--- config.mk ---
export PLATFORM = sky130hd
export DESIGN_NAME = bias_a_exerciser
export DESIGN_NICKNAME = d
export VERILOG_FILES = /design/src/rtl/bias_a_exerciser.sv
export SDC_FILE = /design/constraint.sdc
export NUM_CORES = 1
export LEC_CHECK = 0
export BUFFER_PORTS_ARGS = -buffer_cell sky130_fd_sc_hd__clkbuf_2
export CAP_MARGIN = 20
export CORE_MARGIN = 4
export CORE_UTILIZATION = 45
export CTS_CLUSTER_SIZE = 12
export DETAILED_ROUTE_END_ITERATION = 10
export HOLD_SLACK_MARGIN = 0.08
export PLACE_DENSITY = 0.74
export SLEW_MARGIN = 20
export SYNTH_ARGS = -nofsm -noshare
export SYNTH_HDL_FRONTEND = slang
export SYNTH_SLANG_ARGS = --single-unit
--- constraint.sdc ---
create_clock -name clk -period 2.6 [get_ports clk]
set_input_delay 0.13 -clock clk [delete_from_list [all_inputs] [get_ports clk]]
set_output_delay 0.13 -clock clk [all_outputs]
set_load 0.1 [all_outputs]
--- src/rtl/bias_a_exerciser.sv ---
`default_nettype none
// ----------------------------------------------------------------------------
// bias_a_exerciser : clocked stimulus/checker for the Y = A | (B & C) gate
// Revision 1.0
// ----------------------------------------------------------------------------
module bias_a_exerciser #(
   parameter int SETTLE_CYCLES = 2,
   parameter int NUM_PASSES    = 1,
   parameter int CNT_W         = 8
) (
   input  logic             clk,
   input  logic             rst_n,
   input  logic             start,
   input  logic             y_i,
   output logic             a_o,
   output logic             b_o,
   output logic             c_o,
   output logic             busy,
   output logic             done,
   output logic             pass,
   output logic [CNT_W-1:0] err_count,
   output logic             first_fail_valid,
   output logic [2:0]       first_fail_vec
);

   typedef enum logic [1:0] {
      S_IDLE   = 2'd0,
      S_SETTLE = 2'd1,
      S_CHECK  = 2'd2,
      S_DONE   = 2'd3
   } state_t;

   localparam logic [3:0] c_SETTLE_LAST = 4'(SETTLE_CYCLES - 1);
   localparam logic [7:0] c_PASS_LAST   = 8'(NUM_PASSES - 1);

   state_t           r_state;
   logic [2:0]       r_vec;
   logic [7:0]       r_pass_idx;
   logic [3:0]       r_settle;
   logic             r_busy;
   logic             r_done;
   logic             r_pass;
   logic [CNT_W-1:0] r_err;
   logic             r_ff_valid;
   logic [2:0]       r_ff_vec;

   logic             w_exp;
   logic             w_mismatch;
   logic             w_last;
   logic [CNT_W-1:0] w_err_next;

   // The drive register doubles as the vector index: {a,b,c} == vec.
   assign w_exp      = r_vec[2] | (r_vec[1] & r_vec[0]);
   assign w_mismatch = (y_i != w_exp);
   assign w_last     = (r_vec == 3'd7) && (r_pass_idx == c_PASS_LAST);
   assign w_err_next = (w_mismatch && !(&r_err)) ? r_err + CNT_W'(1) : r_err;

   always_ff @(posedge clk or negedge rst_n) begin
      if (!rst_n) begin
         r_state    <= S_IDLE;
         r_vec      <= 3'd0;
         r_pass_idx <= 8'd0;
         r_settle   <= 4'd0;
         r_busy     <= 1'b0;
         r_done     <= 1'b0;
         r_pass     <= 1'b0;
         r_err      <= '0;
         r_ff_valid <= 1'b0;
         r_ff_vec   <= 3'd0;
      end else begin
         case (r_state)
            S_IDLE: begin
               if (start) begin
                  r_err      <= '0;
                  r_ff_valid <= 1'b0;
                  r_ff_vec   <= 3'd0;
                  r_pass     <= 1'b0;
                  r_vec      <= 3'd0;
                  r_pass_idx <= 8'd0;
                  r_settle   <= 4'd0;
                  r_busy     <= 1'b1;
                  r_state    <= S_SETTLE;
               end
            end
            S_SETTLE: begin
               if (r_settle == c_SETTLE_LAST) begin
                  r_state <= S_CHECK;
               end else begin
                  r_settle <= r_settle + 4'd1;
               end
            end
            S_CHECK: begin
               r_err <= w_err_next;
               if (w_mismatch && !r_ff_valid) begin
                  r_ff_valid <= 1'b1;
                  r_ff_vec   <= r_vec;
               end
               if (w_last) begin
                  // Pass uses the post-update count so it is valid alongside done.
                  r_pass  <= (w_err_next == '0);
                  r_busy  <= 1'b0;
                  r_done  <= 1'b1;
                  r_vec   <= 3'd0;
                  r_state <= S_DONE;
               end else begin
                  if (r_vec == 3'd7) begin
                     r_pass_idx <= r_pass_idx + 8'd1;
                  end
                  r_vec    <= r_vec + 3'd1;
                  r_settle <= 4'd0;
                  r_state  <= S_SETTLE;
               end
            end
            S_DONE: begin
               r_done  <= 1'b0;
               r_state <= S_IDLE;
            end
            default: r_state <= S_IDLE;
         endcase
      end
   end

   assign a_o              = r_vec[2];
   assign b_o              = r_vec[1];
   assign c_o              = r_vec[0];
   assign busy             = r_busy;
   assign done             = r_done;
   assign pass             = r_pass;
   assign err_count        = r_err;
   assign first_fail_valid = r_ff_valid;
   assign first_fail_vec   = r_ff_vec;

endmodule
`default_nettype wire
==> metrics.csv <==
stage,metric,value,unit
critical_path,path_common_cell,ha_1,
power_and_ir_drop,total_power,0.001710,W
placed_design,pre_cts_slack,0.4102,ns
critical_path,cp_cell_sequence,"ha_1, inv_1, ha_1, xor2_1, or2_2, a211oi_1, o21ai_0, a22o_1",
cells_and_area,antenna_cells,0,
global_route,grt_max_degree,33,
placed_design,dp_cells,259,
cells_and_area,final_cell_mix,"dfrtp_1 (30), nand2_1 (22), clkbuf_2 (21)",
power_and_ir_drop,p_leak,0.9690,nW
detailed_routing,postRouteAntennaNets,0,
logic_synthesis,syn_inst,191,
sta,post-route-period-util,85.20,%
die,die_x,72.02,um
logic_synthesis,synth_top_area_cell,dfrtp_1,
sta,max_freq,451.4,MHz
die,dieArea,5187,sq um
sta,finalSetupViolations,0,
detailed_routing,wl,4019,um
die,start_util,46.44,%
detailed_routing,vias,1550,
die,ios,22,
sta,hold_violations,0,
logic_synthesis,async_flop_share,100.0,%
detailed_routing,drc,0,
sta,worst_slack,0.3848,ns
critical_path,cp.required,2.78,ns
critical_path,path_delay_family,compound AO/OA/AOI/OAI gates,
logic_synthesis,synthAdderAreaFrac,5.427,%
logic_synthesis,synth_edf_count,0,
critical_path,setup.worst_path.start_class,flop,
logic_synthesis,syn_nets,203,
critical_path,crit_arrival,2.40,ns
logic_synthesis,ys_ff_latch,32,
cells_and_area,fin_nets,229,
cells_and_area,regArea,803.3,sq um
detailed_routing,routedWlPerCell,15.00,um
cells_and_area,layout-drive-gt1-share,22.48,%
sta,rsz0062_at_grt,no,
logic_synthesis,synth_xor_area_share,4.206,%
power_and_ir_drop,p_per_area,809.9,nW/um^2
die,rows,23,
logic_synthesis,synth_seq_area_share,43.42,%
sta,max-slew-margin-rel,45.02,%
logic_synthesis,synthMuxAreaShare,2.035,%
logic_synthesis,synthTopCellsByArea,"dfrtp_1 (43%), ha_1 (5.4%), o21ai_0 (4.6%)",
clock_network,clock-root-buffer,clkbuf_8,
placed_design,place.gp.congestion,0.7788,
global_route,grt.overflow.total,0,
clock_network,post-cts-setup-buffers,0,
critical_path,crit_type,flop to flop,
cells_and_area,final_common_cell,dfrtp_1,
detailed_routing,viasPerCell,5.784,
global_route,grtUsageTotal,17.40,%
placed_design,portBuffers,21,
sta,drv_slew,0,
power_and_ir_drop,ir_worst_vdd,0.5656,mV
global_route,antenna_found_initial,0,
logic_synthesis,synth_compound_area_share,20.01,%
sta,tns,0,ns
sta,worst_pin_slew,0.8247,ns
logic_synthesis,synth.cell_area,1844,sq um
cells_and_area,fillCellCount,370,
cells_and_area,syn_to_final_growth,14.52,%
cells_and_area,multi_input_area,982.2,sq um
clock_network,path_clk_slew,0.07,ns
logic_synthesis,yosysWarnings,0,
logic_synthesis,syn_area_per_cell,9.656,sq um
clock_network,cts_buffer_depth,2,
sta,period_needed,2.215,ns
detailed_routing,drtIter0Drc,151,
critical_path,worstSetupEndpointType,flop,
global_route,grt_pass1_wl,7058,um
run,maxCapViolations,0,
cells_and_area,fin_area,2112,sq um
die,die_h,72.02,um
die,core_area,3971,sq um
clock_network,cts_sinks,32,
global_route,grt_pass1_vias,1477,
logic_synthesis,synth_top_family_by_area,simple AND/OR/NAND/NOR gates,
critical_path,crit_fanout,6,
logic_synthesis,netlist-cell-type-count,47,
placed_design,dp_hpwl,2818,um
status,status,completed,
logic_synthesis,netlist.area_leader.share,43.42,%
detailed_routing,dr.pass1.iters,4,
clock_network,clkLatencyLatePin,0.29,ns
clock_network,numCtsBuffers,5,
sta,fin_skew,0.009454,ns
critical_path,slowest_stage,dfrtp_2,
clock_network,h-tree-depth,2,
placed_design,placed_cell_area,1994,sq um
critical_path,max_stage_delay,0.43,ns
critical_path,path_buf_inv,1,
logic_synthesis,ys.flop_type,dfrtp_1,
clock_network,cts_tree,done,
hold_path,hold_path_class,input pin to flop,
cells_and_area,stdcell_count,268,
logic_synthesis,synthSimpleGateAreaFrac,21.57,%
## path summary, 6_finish.rpt
path                               start            to  slack [ns]  depth (start not counted)
worst min register to register      busy          busy        0.48                          1
min in group asynchronous          rst_n  err_count[6]        0.47                          2
worst max-delay path            r_vec[1]  err_count[7]        0.38                          8
worst min-delay path               start    r_state[0]        0.31                          3
worst max register to register  r_vec[1]  err_count[7]        0.38                          8
max in group asynchronous          rst_n      r_vec[1]        1.56                          2
## cell usage after synthesis (3+ instances only)
cell / count
o211ai_1: 4
nor3b_1: 3
a22o_1: 7
dfrtp_1: 32
nand3_1: 6
o21ai_0: 17
o2111ai_1: 3
and3_1: 4
nor3_1: 3
a21oi_1: 9
or2_2: 3
ha_1: 8
a21o_1: 3
inv_1: 8
nor2_1: 14
nand2_1: 22
xor2_1: 7
## per-layer routing
layer | track usage [%] | routed length [um]
met3 | 4.986 | 209
met5 | 0 | 0
met1 | 24.71 | 1848
met4 | 7.098 | 67
met2 | 24.90 | 1895
## flip-flops by register name, indices dropped and copies added (netlist names)
signal,count
err_count,8
r_pass_idx,8
r_settle,4
first_fail_vec,3
r_vec,3
r_state,2
busy,1
done,1
first_fail_valid,1
pass,1
## through the flow
step | hold slack (ns) | util [%]
finish | 0.3081 | 53.18
floorplan | -0.1656 | -
CTS | 0.2903 | 53.18
detailed placement | 0.2723 | 50.22
global route | 0.3350 | 53.18
global placement | 0.2714 | 50.22
## what timing repair did
item,4_1_cts,5_1_grt
hold buffers,1,0
hold endpoints to repair,32,0
resized for setup,0,0
## worst register-to-register path: stages (launching register included)
cell and delay [ns]:
dfrtp_2 0.43, ha_1 0.23, inv_1 0.07, ha_1 0.22, xor2_1 0.17, or2_2 0.33, a211oi_1 0.28, o21ai_0 0.13
a22o_1 0.26
## power by group
group          switching, W  internal [W]  total, W
Sequential        0.0000635      0.000552  0.000616
Clock              0.000189      0.000284  0.000473
Combinational      0.000513      0.000109  0.000622
Total              0.000765      0.000945   0.00171
## final cells by class
cell class | instances | share of cell area (%)
sequential | 32 | 38.03
tap | 50 | 2.962
clock inverter | 2 | 1.659
timing repair buffer | 23 | 5.806
multi-input combinational | 146 | 46.50
clock buffer | 6 | 3.436
inverter | 9 | 1.600
## logic make-up after synthesis
logic type / count (synthesis)
and+or+nand+nor: 71
adders and majority gates: 8
AOI/OAI and AO/OA: 56
xor gates and xnor gates: 8
DFF: 32
muxes: 3
buffers and inverters: 13
Power figures use the tool's default switching activity.
